File: config.mk
export PLATFORM = sky130hd
export DESIGN_NAME = usb_tx_bitstream
export DESIGN_NICKNAME = d
export VERILOG_FILES = /design/src/rtl/usb_tx_bitstream.sv
export SDC_FILE = /design/constraint.sdc
export NUM_CORES = 1
export LEC_CHECK = 0
export CAP_MARGIN = 20
export CELL_PAD_IN_SITES_DETAIL_PLACEMENT = 1
export CELL_PAD_IN_SITES_GLOBAL_PLACEMENT = 1
export CORE_MARGIN = 3
export CORE_UTILIZATION = 39
export DETAILED_ROUTE_END_ITERATION = 12
export MAX_ROUTING_LAYER = met4
export PLACE_DENSITY = 0.74
export REMOVE_ABC_BUFFERS = 1
export SYNTH_ARGS = -nofsm -noshare
export SYNTH_HDL_FRONTEND = slang
export SYNTH_SLANG_ARGS = --single-unit
File: constraint.sdc
create_clock -name clk -period 2.2 [get_ports clk]
set_input_delay 0.55 -clock clk [delete_from_list [all_inputs] [get_ports clk]]
set_output_delay 0.55 -clock clk [all_outputs]
set_load 0.02 [all_outputs]
File: src/rtl/usb_tx_bitstream.sv
// USB transmit bit serializer: SYNC, LSB-first payload with bit stuffing, multi-cycle EOP.
// Latency: first SYNC bit (with NRZ_start) in the cycle after data_valid is seen in IDLE; one bit per unstalled cycle.
// Backpressure: stop_stream freezes all state and masks handshake/pulse outputs; data_ready is asserted only on word boundaries.
module usb_tx_bitstream #(
    parameter int                DATA_W       = 8,
    parameter int                SYNC_W       = 8,
    parameter logic [SYNC_W-1:0] SYNC_PATTERN = 8'h80,
    parameter int                STUFF_RUN    = 6,
    parameter int                EOP_CYCLES   = 2
) (
    input  logic              clk,
    input  logic              rst_b,
    input  logic [DATA_W-1:0] data_in,
    input  logic              data_valid,
    input  logic              data_last,
    output logic              data_ready,
    input  logic              stop_stream,
    output logic              bit_out,
    output logic              bit_valid,
    output logic              eop,
    output logic              NRZ_start,
    output logic              stream_begin,
    output logic              stream_done,
    output logic              underrun
);

    localparam int CNT_MAX = (DATA_W > SYNC_W) ? DATA_W : SYNC_W;
    localparam int CW      = $clog2(CNT_MAX);
    localparam int RW      = $clog2(STUFF_RUN + 1);
    localparam int EW      = (EOP_CYCLES > 1) ? $clog2(EOP_CYCLES) : 1;

    typedef enum logic [2:0] {S_IDLE, S_SYNC, S_DATA, S_STUFF, S_EOP} state_t;

    state_t            state;
    state_t            pend_state;
    logic              pend_bit;
    logic              pend_begin;
    logic [CW-1:0]     cnt;
    logic [DATA_W-1:0] shift;
    logic              last_r;
    logic [RW-1:0]     run;
    logic [EW-1:0]     ecnt;
    logic              bit_out_r;
    logic              bit_valid_r;
    logic              eop_r;
    logic              nrz_start_r;
    logic              stream_begin_r;
    logic              stream_done_r;
    logic              underrun_r;

    // Advance decision: where the serializer goes after the bit currently on the wire.
    logic              sync_end;
    logic              data_end;
    logic              boundary;
    logic              need_stuff;
    logic              go_eop;
    logic [RW-1:0]     run_inc;
    logic [CW-1:0]     cnt_inc;
    state_t            adv_state;
    logic              adv_bit;
    logic              adv_begin;
    logic              adv_load;
    logic              adv_underrun;
    logic [CW-1:0]     adv_cnt;
    logic [DATA_W-1:0] adv_shift;

    // Compute next emitted bit, word loads, stuffing need and EOP entry from the current position.
    always_comb begin
        sync_end     = (state == S_SYNC) && (cnt == CW'(SYNC_W - 1));
        data_end     = (state == S_DATA) && (cnt == CW'(DATA_W - 1));
        boundary     = sync_end || (data_end && !last_r);
        run_inc      = run + RW'(1);
        cnt_inc      = cnt + CW'(1);
        need_stuff   = ((state == S_SYNC) || (state == S_DATA)) && bit_out_r
                       && (run_inc == RW'(STUFF_RUN));
        adv_state    = state;
        adv_bit      = 1'b0;
        adv_begin    = 1'b0;
        adv_load     = 1'b0;
        adv_underrun = 1'b0;
        adv_cnt      = cnt;
        adv_shift    = shift;
        if (boundary) begin
            if (data_valid) begin
                adv_load  = 1'b1;
                adv_state = S_DATA;
                adv_cnt   = '0;
                adv_shift = data_in;
                adv_bit   = data_in[0];
                adv_begin = sync_end;
            end else begin
                adv_state    = S_EOP;
                adv_underrun = 1'b1;
            end
        end else if (state == S_SYNC) begin
            adv_cnt = cnt_inc;
            adv_bit = SYNC_PATTERN[cnt_inc];
        end else if (state == S_DATA) begin
            if (data_end) begin
                adv_state = S_EOP;
            end else begin
                adv_cnt   = cnt_inc;
                adv_shift = shift >> 1;
                adv_bit   = shift[1];
            end
        end
        go_eop = 1'b0;
        if ((state == S_SYNC) || (state == S_DATA)) begin
            go_eop = adv_underrun || ((adv_state == S_EOP) && !need_stuff);
        end else if (state == S_STUFF) begin
            go_eop = (pend_state == S_EOP);
        end
    end

    // Main FSM: state, counters and all registered outputs; everything holds while stalled.
    always_ff @(posedge clk) begin
        if (!rst_b) begin
            state          <= S_IDLE;
            pend_state     <= S_IDLE;
            pend_bit       <= 1'b0;
            pend_begin     <= 1'b0;
            cnt            <= '0;
            shift          <= '0;
            last_r         <= 1'b0;
            run            <= '0;
            ecnt           <= '0;
            bit_out_r      <= 1'b0;
            bit_valid_r    <= 1'b0;
            eop_r          <= 1'b0;
            nrz_start_r    <= 1'b0;
            stream_begin_r <= 1'b0;
            stream_done_r  <= 1'b0;
            underrun_r     <= 1'b0;
        end else if (!stop_stream) begin
            nrz_start_r    <= 1'b0;
            stream_begin_r <= 1'b0;
            stream_done_r  <= 1'b0;
            underrun_r     <= 1'b0;
            if ((state == S_SYNC) || (state == S_DATA)) begin
                cnt   <= adv_cnt;
                shift <= adv_shift;
                if (adv_load) begin
                    last_r <= data_last;
                end
            end
            if (go_eop) begin
                // Underrun aborts straight to EOP; any owed stuff bit is dropped with the packet.
                state         <= S_EOP;
                eop_r         <= 1'b1;
                bit_valid_r   <= 1'b0;
                bit_out_r     <= 1'b0;
                stream_done_r <= 1'b1;
                underrun_r    <= adv_underrun;
                ecnt          <= '0;
                run           <= '0;
            end else begin
                case (state)
                    S_IDLE: begin
                        if (data_valid) begin
                            state       <= S_SYNC;
                            cnt         <= '0;
                            run         <= '0;
                            last_r      <= 1'b0;
                            bit_out_r   <= SYNC_PATTERN[0];
                            bit_valid_r <= 1'b1;
                            nrz_start_r <= 1'b1;
                        end
                    end
                    S_SYNC, S_DATA: begin
                        if (need_stuff) begin
                            // Position already advanced; the real next bit waits one cycle behind the stuffed 0.
                            state       <= S_STUFF;
                            bit_out_r   <= 1'b0;
                            bit_valid_r <= 1'b1;
                            run         <= '0;
                            pend_state  <= adv_state;
                            pend_bit    <= adv_bit;
                            pend_begin  <= adv_begin;
                        end else begin
                            state          <= adv_state;
                            bit_out_r      <= adv_bit;
                            bit_valid_r    <= 1'b1;
                            stream_begin_r <= adv_begin;
                            run            <= bit_out_r ? run_inc : '0;
                        end
                    end
                    S_STUFF: begin
                        state          <= pend_state;
                        bit_out_r      <= pend_bit;
                        bit_valid_r    <= 1'b1;
                        stream_begin_r <= pend_begin;
                    end
                    S_EOP: begin
                        if (ecnt == EW'(EOP_CYCLES - 1)) begin
                            state <= S_IDLE;
                            eop_r <= 1'b0;
                            ecnt  <= '0;
                        end else begin
                            ecnt <= ecnt + EW'(1);
                        end
                    end
                    default: state <= S_IDLE;
                endcase
            end
        end
    end

    assign bit_out      = bit_out_r;
    assign eop          = eop_r;
    assign bit_valid    = bit_valid_r & ~stop_stream;
    assign NRZ_start    = nrz_start_r & ~stop_stream;
    assign stream_begin = stream_begin_r & ~stop_stream;
    assign stream_done  = stream_done_r & ~stop_stream;
    assign underrun     = underrun_r & ~stop_stream;
    assign data_ready   = boundary & ~stop_stream;

endmodule

==> results of run 1 <==
## where the power goes
group	internal, µW	switching, µW
registers	553	6.85
logic	93.9	112
clock network	316	223
## flip-flops by register name, summed over array words and instances (netlist names), 3 cells and up
name,cells
cnt,3
pend_state,3
run,3
shift,7
state,3
## metal layers
metal | routed length (µm) | up-vias | share of wire | global-route usage
met5 | 0 | - | 0 | -
met4 | 135 | 0 | 0.025 | 0.08514
met3 | 185 | 12 | 0.034 | 0.04019
met2 | 2536 | 39 | 0.47 | 0.3094
met1 | 2587 | 871 | 0.48 | 0.2549
li1 | - | 892 | - | -
## cell type report
| class | count | area [µm²] |
|---|---|---|
| multi-input cells | 172 | 1230 |
| well taps | 65 | 81.33 |
| fillers | 553 | 2112 |
| flip-flops and latches | 30 | 601.8 |
| clock buffers | 8 | 110.1 |
| inverters | 6 | 22.52 |
| repair buffers | 49 | 406.6 |
## worst max-delay path: stages, from the launching register on
cell and delay, ns:
dfxtp_2 0.34, ha_1 0.18, ha_1 0.20, buf_4 0.20, nor2b_1 0.16, o21a_4 0.23, buf_4 0.14, o21bai_4 0.18
nand3_1 0.17, o31ai_2 0.24
## kinds of logic (layout without fill, tap and decap cells)
| group | count (synthesis) | in the layout | share of synthesized area |
|---|---|---|---|
| flip-flops | 30 | 30 | 0.3129 |
| multiplexers | 12 | 12 | 0.06258 |
| XOR/XNOR | 3 | 3 | 0.02152 |
| AO/OA/AOI/OAI | 61 | 61 | 0.2523 |
| buffers and inverters | 22 | 63 | 0.05672 |
| adder cells (fa/ha/maj) | 5 | 5 | 0.03259 |
| AND/OR/NAND/NOR | 91 | 91 | 0.2614 |
## synthesized netlist by cell type, drive strengths merged, types with 2 or more instances
library cell,count
dfxtp,30
nand2,26
nor2b,16
mux2i,12
nor2,12
nand3,11
o21ai,11
buf,9
clkbuf,7
a21oi,6
inv,6
nor3b,6
o211a,6
ha,5
o21a,5
a21boi,4
a21o,4
and2,4
nand4,4
o31ai,4
a31oi,3
nor3,3
nor4,3
o211ai,3
a32oi,2
xor2,2
## metrics by stage
step,area [µm²],util
after CTS,2434,0.5332
after global placement,2332,0.5110
after global routing,2452,0.5373
after detailed placement,2332,0.5110
final,2452,0.5373
after floorplan,1833,-
## path summary, 6_finish.rpt
kind | end | from | slack (ns) | cells past startpoint
hold reg to reg | pend_bit | pend_bit | 0.47 | 2
setup / recovery | run[1] | cnt[1] | 0.07 | 9
setup reg to reg | run[1] | cnt[1] | 0.07 | 9
hold / removal | pend_bit | pend_bit | 0.47 | 2
## timing repair
action	in CTS	in global routing
hold buffers	0	0
setup endpoints to repair	6	19
pin swaps	0	1
gates resized for setup	10	8
==> results.json, run 1 <==
{
  "synth_cell_types": 56,
  "cellPowerDensity_mw_per_mm2": 531.6,
  "synth_top_area_frac": 0.3129,
  "start_util": 0.4205,
  "skew_ns": 0.008748,
  "netlist.top_cell.by_area": "dfxtp_1",
  "p_leak_uw": 0.001103,
  "min_period_ns": 2.134,
  "drt_first_pass_iters": 4,
  "total_power_uw": 1304,
  "timing.setup.tns_ns": 0,
  "final_nets": 282,
  "drive_gt1_frac": 0.2000,
  "status": "completed",
  "die_h_um": 76.15,
  "grt_pass1_vias": 1836,
  "fmax_mhz": 468.7,
  "floorplan.die.width_um": 76.15,
  "critPathArrivalTime_ns": 2.34,
  "end_kind": "flop",
  "synthTopCellsByArea": "dfxtp_1, mux2i_1, nor2b_1, nand2_1, ha_1",
  "setup_viol": 0,
  "final_common_cell": "buf_4",
  "wire_per_inst_um": 16.50,
  "antenna_found_initial": 0,
  "slew_headroom": 0.7251,
  "gp_congestion": 0.8495,
  "grtUsageTotal": 0.2002,
  "clockBufferDepth": 2,
  "worstPathRequired_ns": 2.40,
  "yosysWarnings": 0,
  "grt_pass1_wl_mm": 9.087,
  "hp-class": "flop to flop",
  "rsz0062_at_grt": "yes",
  "post-dp-hpwl_mm": 4.040,
  "rows": 24,
  "ios": 21,
  "insertedDiodeCount": 0,
  "dpl_worst_slack_ns": -0.2625,
  "remaining_drc_errors": 0,
  "cts_made_buffers": 5,
  "netlist_area_mm2": 0.001919,
  "maxSlewViolCount": 0,
  "clkLatencyLatePin_ns": 0.30,
  "post_cts_buffers": 0,
  "mostFrequentLayoutCells": "buf_4, dfxtp_1, nand2_1, nor2b_1, clkdlybuf4s50_1",
  "async_flop_share": 0,
  "cp-start-kind": "flop",
  "vias_per_cell": 5.497,
  "final.period_utilization": 0.9698,
  "clk_pin_slew_ns": 0.07,
  "cts_sinks": 30,
  "cts.htree.levels": 2,
  "critPathKind": "flop to flop",
  "ys_ff_latch": 30,
  "worst_pin_slew_ns": 0.4114,
  "ys.flop_type": "dfxtp_1",
  "vias": 1814,
  "port_buffers": 20,
  "final_cells": 330,
  "holdWs_ns": 0.4660,
  "cts-root-buf": "clkbuf_8",
  "irDropWorstVdd_v": 0.0003525,
  "dieArea_mm2": 0.005799,
  "grt.overflow.total": 0,
  "dpl.cell_count": 322,
  "critical_path.max_fanout": 14,
  "synth_seq_area_share": 0.3129,
  "area_growth_pct": 27.77,
  "synthCells": 224,
  "wirelength_mm": 5.444,
  "synth_edf_count": 0,
  "worst_slack_ns": 0.06640,
  "core_mm2": 0.004564,
  "finalHoldViolations": 0,
  "cts_tree": "done",
  "avgSynthCellArea_um2": 8.568,
  "grt_max_degree": 20,
  "ant_nets": 0,
  "cap_violations": 0,
  "drtIter0Drc": 88
}
Power figures use the tool's default switching activity.
==> run 2: changes to the inputs <==
==> constraint.sdc (replaced) <==
create_clock -name clk -period 2.5 [get_ports clk]
set_input_delay 0.625 -clock clk [delete_from_list [all_inputs] [get_ports clk]]
set_output_delay 0.625 -clock clk [all_outputs]
set_load 0.02 [all_outputs]
==> results.json, run 2 (same netlist as run 1, synthesis figures left out) <==
{
  "post_cts_buffers": 0,
  "gp_congestion": 0.8833,
  "min_period_ns": 2.283,
  "p_leak_uw": 0.001058,
  "ios": 21,
  "critPathKind": "input pin to primary output",
  "grt_pass1_vias": 1807,
  "rrSetupSlack_ns": 0.23,
  "timing.setup.tns_ns": 0,
  "core_mm2": 0.004564,
  "cellPowerDensity_mw_per_mm2": 538.6,
  "design_area_mm2": 0.002376,
  "largest_reg_flops": 7,
  "grt_pass1_wl_mm": 8.887,
  "cap_violations": 0,
  "start_util": 0.4205,
  "cts.htree.levels": 2,
  "drive_gt1_frac": 0.1462,
  "reg2reg_from": "cnt[1]",
  "port_buffers": 20,
  "ant_nets": 0,
  "clk_pin_slew_ns": 0.07,
  "mostFrequentLayoutCells": "dfxtp_1, nand2_1, buf_4, nor2b_1, clkdlybuf4s50_1",
  "hp-class": "flop to flop",
  "die_h_um": 76.15,
  "drt_first_pass_iters": 4,
  "critPathSlowestCell": "clkdlybuf4s50_1",
  "worstPathRequired_ns": 1.88,
  "area_growth_pct": 23.79,
  "slowest_delay_ns": 0.40,
  "antenna_found_initial": 0,
  "insertedDiodeCount": 0,
  "rsz0062_at_grt": "no",
  "setup_viol": 0,
  "finalHoldViolations": 0,
  "critPathArrivalTime_ns": 1.66,
  "remaining_drc_errors": 0,
  "critPathBufInv": 3,
  "grt.overflow.total": 0,
  "maxSlewViolCount": 0,
  "r2r_cells": 8,
  "critical_path.cell_chain": "clkdlybuf4s50_1 > buf_4 > nor2b_1 > dlygate4sd2_1",
  "regMostFlops": "shift",
  "cp_top_family": "buffers and inverters",
  "rows": 24,
  "final_common_cell": "dfxtp_1",
  "crit_cells": 4,
  "final.period_utilization": 0.9133,
  "cts_sinks": 30,
  "wirelength_mm": 5.030,
  "place_area_mm2": 0.002242,
  "fmax_mhz": 438.0,
  "crit_end": "bit_valid",
  "critical_path.max_fanout": 9,
  "wire_per_inst_um": 15.82,
  "total_power_uw": 1280,
  "vias": 1746,
  "crit_start": "stop_stream",
  "irDropWorstVdd_v": 0.0003199,
  "grtUsageTotal": 0.1923,
  "dieArea_mm2": 0.005799,
  "vias_per_cell": 5.491,
  "final_nets": 270,
  "cts-root-buf": "clkbuf_8",
  "worst_pin_slew_ns": 0.4463,
  "cts_tree": "done",
  "skew_ns": 0.008321,
  "cp-start-kind": "input pin",
  "drtIter0Drc": 99,
  "clockBufferDepth": 2,
  "slew_headroom": 0.7014,
  "end_kind": "primary output",
  "r2r_end": "bit_out",
  "grt_max_degree": 37,
  "floorplan.die.width_um": 76.15,
  "cts_made_buffers": 5,
  "status": "completed",
  "clkLatencyLatePin_ns": 0.29,
  "post-dp-hpwl_mm": 3.730
}
==> run 2: final cells by class <==
cell class	instances	area (µm²)
inverter	6	22.52
clock inverter	2	60.06
tap	65	81.33
fill	559	2188
multi-input combinational	172	1212
clock buffer	6	82.58
sequential	30	600.6
timing repair buffer	37	316.6
==> run 2: timing repair <==
item / CTS / global route
hold buffers: 0 / 0
resized for setup: 6 / 3
setup endpoints to repair: 6 / 1
==> run 2: worst min path at each step <==
stage	startpoint	end	cells past startpoint
6_report	pend_begin	pend_begin	2
5_1_grt	pend_begin	pend_begin	2
4_1_cts	pend_begin	pend_begin	2
3_5_place_dp	pend_begin	pend_begin	2
3_3_place_gp	pend_bit	pend_bit	2
2_1_floorplan	pend_begin	pend_begin	2
==> run 2: tightest hold or removal path, stage by stage, from the launching register on <==
cell and delay, ns:
dfxtp_1 0.31, nand2_1 0.05, mux2i_1 0.05
==> run 2: metrics by stage <==
stage | utilization | setup slack, ns | instances | hold slack (ns)
detailed placement | 0.4912 | -0.1037 | 310 | 0.4561
global placement | 0.4912 | -0.1125 | 310 | 0.4489
CTS | 0.5208 | 0.03697 | 318 | 0.4664
finish | 0.5206 | 0.2168 | 318 | 0.4633
global route | 0.5206 | 0.09547 | 318 | 0.4829
floorplan | - | 0.1371 | 208 | 0.4386
==> run 2: power breakdown <==
part	switching, µW	total, µW	leakage [µW]	internal (µW)
clock network	197	622	0.0000714	425
logic	91.9	164	0.000744	72.1
registers	7.55	494	0.000243	486
total	296	1280	0.00106	984
==> run 2: routing by layer <==
layer | up-vias | global-route usage | wire length (µm)
met4 | 0 | 0.04891 | 44
met1 | 837 | 0.2469 | 2473
met3 | 5 | 0.03783 | 156
met2 | 30 | 0.3112 | 2356
li1 | 874 | - | -
met5 | - | - | 0
==> run 3: changes to the inputs <==
--- a/config.mk
+++ b/config.mk
@@ -10,6 +10,7 @@
 export CELL_PAD_IN_SITES_GLOBAL_PLACEMENT = 1
 export CORE_MARGIN = 3
 export CORE_UTILIZATION = 39
+export CTS_CLUSTER_SIZE = 8
 export DETAILED_ROUTE_END_ITERATION = 12
 export MAX_ROUTING_LAYER = met4
 export PLACE_DENSITY = 0.74
==> results of run 3 <==
No change in the layout: final DEF, timing and power equal those of run 2.
==> variant 1 (config.mk and constraints of run 3) <==
Put a register stage on the output `underrun`. The value now appears one clock later. The other outputs are not delayed to match.
--- a/src/rtl/usb_tx_bitstream.sv
+++ b/src/rtl/usb_tx_bitstream.sv
@@ -213,3 +213,5 @@
     assign stream_done  = stream_done_r & ~stop_stream;
-    assign underrun     = underrun_r & ~stop_stream;
+    always_ff @(posedge clk) begin
+        underrun <= underrun_r & ~stop_stream;
+    end
     assign data_ready   = boundary & ~stop_stream;
Formal check against the unedited RTL: not equivalent (Yosys sat finds a counterexample within 10 cycles, from zero or initial values and one cycle with rst_b low).
==> variant 1 against run 3 <==
- worst setup slack got worse by 0.040 ns
- power fell by 13%
- routed wire length up 11%
- hold slack better by 0.0030 ns
- area after synthesis rose by 3.1%
- clock power shrank 36%
- die area up 2.9%
- non-clock buffer count grew 4
- cell area is 2.3% higher
- sequential cell count is 1 higher
==> variant 1: results (changes against run 3) <==
Routing
  • Vias post-DR: 1868 (was 1746)
  • Vias per cell: 5.56 (was 5.49)
  • Routed wl met3: 111 um (was 156 um)
  • Wire length on met1: 2.66 mm (was 2.47 mm)
  • Final WL: 5.59 mm (was 5.03 mm)
  • DR pass1 iterations: 4 (unchanged)
  • Met2 WL post-DR: 2.73 mm (was 2.36 mm)
  • First DRT Iteration DRCs: 97 (was 99)
  • DR top layer: met4 (unchanged)

GRT
  • GR Overflow Total: 0 (unchanged)
  • Largest net degree at the start of global routing: 21 (was 37)
  • Vias in the first global route: 1893 (was 1807)
  • Total GRT Usage: 20.3% (was 19.2%)
  • First-pass GRT wire length: 9.46 mm (was 8.89 mm)

Clock tree
  • H-tree lvl count: 2 (unchanged)
  • Register clock-pin slew on the reported worst setup and hold paths: 0.06 ns
  • Clk root buf: clkbuf_8 (unchanged)
  • CTS max path bufs: 2 (unchanged)
  • Clock latency at the later pin of the worst-skew pair: 0.29 ns (about the same)

STA
  • Worst clock skew: 0.0101 ns (was 0.00832 ns)
  • Relative max-transition margin: 65.3% (was 70.1%)

Synth
  • Sequential-to-total area share from yosys stat: 31.4% (was 31.3%)
  • Share of flip-flops with an asynchronous set or reset: 0% (unchanged)
  • Syn. warnings: 0 (unchanged)
  • Top cells by area, synth: dfxtp_1, nor2_1, nand2_1 (was dfxtp_1, mux2i_1, nor2b_1)
  • Library cells used by synthesis: 63 (was 56)
  • Top post-synthesis cells by count: dfxtp_1, nor2_1, nand2_1 (was dfxtp_1, nand2_1, nor2b_1)
  • Cells after Synth: 237 (was 224)

Placement
  • Pre-CTS WS: -0.108 ns (was -0.104 ns)
  • Placed cells: 328 (was 310)
  • IO Port Bufs: 20 (unchanged)
  • Post-DP Area: 2360 um^2 (was 2240 um^2)
  • DP Wirelength: 4.11 mm (was 3.73 mm)
  • Placer Congestion: 0.834 (was 0.883)

Finish
  • Diodes inserted: 0 (unchanged)
  • Fillers: 611 (was 559)
  • Share of cells above drive strength 1: 16.7% (was 14.6%)
  • Final net count: 286 (was 270)
  • Max FFs per register: 7 (unchanged)

Status
  • Status: completed (unchanged)

Power
  • P_leak: 0.902 nW (was 1.06 nW)
  • Maximum vdd drop: 0.283 mV (was 0.320 mV)

Worst setup path
  • CP arrival: 1.70 ns (was 1.66 ns)
  • Critical-path maximum fanout: 15 (was 9)
  • Crit-path slowest cell: clkdlybuf4s50_1 (unchanged)
  • R2R cell count: 10 (was 8)
  • Worst path max stage delay: 0.45 ns (was 0.40 ns)

Hold path
  • Hold Path Depth: 1 (was 2)
  • Min-delay worst type: flop to flop (unchanged)
[variant 1: cell families (layout without fill, tap and decap cells)]
family                   Yosys count  after routing  share of synthesized area [%]
AND/OR/NAND/NOR                  104            104                           29.3
XOR/XNOR                           2              2                           1.26
adder cells (fa/ha/maj)            5              5                           3.16
multiplexers                       3              3                           1.52
AO/OA/AOI/OAI                     66             66                           27.3
buffers and inverters             26             58                           6.07
flip-flops                        31             31                           31.4
[variant 1: layout make-up]
cell class | count | area (um^2) | area share, %
flip-flops and latches | 31 | 621 | 25.5
repair buffers | 41 | 373 | 15.3
clock inverters | 1 | 5.00 | 0.206
multi-input cells | 180 | 1240 | 51.0
clock buffers | 7 | 76.3 | 3.14
well taps | 67 | 83.8 | 3.45
inverters | 9 | 33.8 | 1.39
[variant 1: final timing paths]
kind                     from  slack, ns        end
setup / recovery  stop_stream       0.18  bit_valid
hold / removal     underrun_r       0.47   underrun
setup reg to reg       cnt[0]       0.24   shift[1]
hold reg to reg    underrun_r       0.47   underrun
[variant 1: metal layers]
layer | up-vias | GRT usage (%)
met4 | 0 | 6.23
met2 | 22 | 32.2
met5 | - | -
met1 | 906 | 26.1
met3 | 8 | 3.76
li1 | 932 | -
[variant 1: where the power goes]
group	switching, W	total [W]	internal [W]
Combinational	0.000115	0.000200	0.0000847
Sequential	0.00000814	0.000513	0.000505
Clock	0.000200	0.000395	0.000195
[variant 1: metrics by stage]
step	power (W)	hold slack, ns	TNS, ns
floorplan	0.000627	0.438	0
global placement	0.000720	0.458	-0.410
detailed placement	0.000724	0.459	-0.461
CTS	0.00112	0.469	0
global route	0.00116	0.492	0
finish	0.00111	0.466	0
[variant 1: repair_timing]
action	4_1_cts	5_1_grt
gates resized for setup	5	2
setup endpoints to repair	5	1
hold buffers	0	0
endpoints found under the hold margin	0	0
==> variant 2 (config.mk and constraints of run 3) <==
Without the edit above. `SYNC_W`: 8 -> 16.
--- a/src/rtl/usb_tx_bitstream.sv
+++ b/src/rtl/usb_tx_bitstream.sv
@@ -5,3 +5,3 @@
     parameter int                DATA_W       = 8,
-    parameter int                SYNC_W       = 8,
+    parameter int                SYNC_W       = 16,
     parameter logic [SYNC_W-1:0] SYNC_PATTERN = 8'h80,
Behaviour: not the same (a bounded check fails within 10 cycles, from zero or initial values and one cycle with rst_b low).
==> variant 2 against run 3 <==
- worst setup slack lost 0.049 ns
- power down 7.7%
- combinational power grew 11%
- area after synthesis up 1.4%
- cell area increased by 5.7%
- sequential share of layout area decreased by 0.58 points
- routed wire length up 23%
- sequential cell count grew 1
==> variant 2: results (changes against run 3) <==
Worst setup path
  • Worst path max stage delay: 0.43 ns (was 0.40 ns)
  • CP arrival: 1.71 ns (was 1.66 ns)
  • Crit-path slowest cell: or3_4 (was clkdlybuf4s50_1)
  • Critical-path maximum fanout: 3 (was 9)

Synth
  • Library cells used by synthesis: 61 (was 56)
  • Top cells by area, synth: dfxtp_1, a21oi_1, mux2i_1 (was dfxtp_1, mux2i_1, nor2b_1)
  • Top post-synthesis cells by count: dfxtp_1, a21oi_1, nand3_1 (was dfxtp_1, nand2_1, nor2b_1)
  • Cells after Synth: 234 (was 224)

Routing
  • Wire length on met1: 2.94 mm (was 2.47 mm)
  • Final WL: 6.18 mm (was 5.03 mm)
  • First DRT Iteration DRCs: 102 (was 99)
  • Final antenna-violating net count: 0 (unchanged)
  • Average wire per standard cell: 18.0 um (was 15.8 um)
  • Met2 WL post-DR: 2.87 mm (was 2.36 mm)
  • Routed wl met3: 223 um (was 156 um)

Finish
  • Share of cells above drive strength 1: 18.4% (was 14.6%)
  • Final net count: 294 (was 270)
  • Fillers: 584 (was 559)
  • Multi-input gate area: 1220 um^2 (was 1210 um^2)

Power
  • Maximum vdd drop: 0.306 mV (was 0.320 mV)
  • P_leak: 0.975 nW (was 1.06 nW)
  • P_sw: 0.000310 W (was 0.000296 W)

GRT
  • Total GRT Usage: 22.8% (was 19.2%)
  • First-pass GRT wire length: 10.3 mm (was 8.89 mm)

STA
  • Worst slew pin tran: 0.790 ns (was 0.446 ns)
  • Worst clock skew: 0.00722 ns (was 0.00832 ns)
  • Min cycle time layout: 2.33 ns (was 2.28 ns)

Placement
  • Placed cells: 336 (was 310)
  • Pre-CTS WS: -0.287 ns (was -0.104 ns)
  • DP Wirelength: 4.41 mm (was 3.73 mm)
  • Post-DP Area: 2390 um^2 (was 2240 um^2)
  • Placer Congestion: 0.956 (was 0.883)

Status
  • Status: completed (unchanged)
==> variant 2: cell types whose count changed after synthesis, sizes merged, moves of 3 or more <==
cell    change
nor2b       -6
a311oi      +8
mux2i       -3
o211a       -5
nor3b       -3
a21oi      +16
nand3       +5
or3         +3
o31ai       -3
nand2      -12
o41ai       +3
==> variant 2: worst min-delay path, stage by stage, from the launching register on <==
cell and delay, ns:
dfxtp_1 0.31, nand2_1 0.05, a21oi_1 0.05
==> variant 2: per-layer routing <==
metal	vias up	global-route usage (%)
met2	48	34.7
met5	-	-
li1	964	-
met1	946	29.4
met4	0	9.24
met3	17	4.61
==> variant 2: power by group through the flow <==
stage | clock (W) | sequential (W) | combinational (W)
floorplan | 0 | 0.000526 | 0.0000727
global placement | 0 | 0.000518 | 0.000177
detailed placement | 0 | 0.000518 | 0.000178
CTS | 0.000498 | 0.000507 | 0.000179
global route | 0.000521 | 0.000508 | 0.000197
finish | 0.000492 | 0.000507 | 0.000182
==> variant 2: final timing paths <==
kind                        end  cells past startpoint  slack, ns
hold reg to reg      underrun_r                      2       0.45
setup / recovery     data_ready                      5       0.17
hold / removal       underrun_r                      2       0.45
setup reg to reg  pend_state[2]                      7       0.20
==> variant 2: layout make-up <==
class	instances	share of cell area (%)
inverter	8	1.20
clock inverter	1	1.20
sequential	31	24.7
multi-input combinational	178	48.7
tap	67	3.34
clock buffer	6	2.89
timing repair buffer	53	18.0
==> variant 2: kinds of logic (layout without fill, tap and decap cells) <==
group,count (synthesis),after routing,synth area share (%)
compound gates,73,73,25.5
xor+xnor,4,4,1.80
fa+ha+maj,4,4,2.57
buf+inv,25,68,6.24
flops,31,31,31.9
mux,9,9,4.63
simple gates,88,88,27.4
==> variant 2: stage by stage <==
step	hold slack, ns	TNS (ns)
6_report	0.454	0
5_1_grt	0.477	0
4_1_cts	0.456	0
3_5_place_dp	0.444	-1.94
3_3_place_gp	0.439	-1.51
2_1_floorplan	0.427	0
==> variant 2: repair_timing <==
item	CTS	global route
resized for setup	10	4
pin swaps	1	1
endpoints found under the setup margin	6	7
endpoints found under the hold margin	0	0
setup buffers	0	1
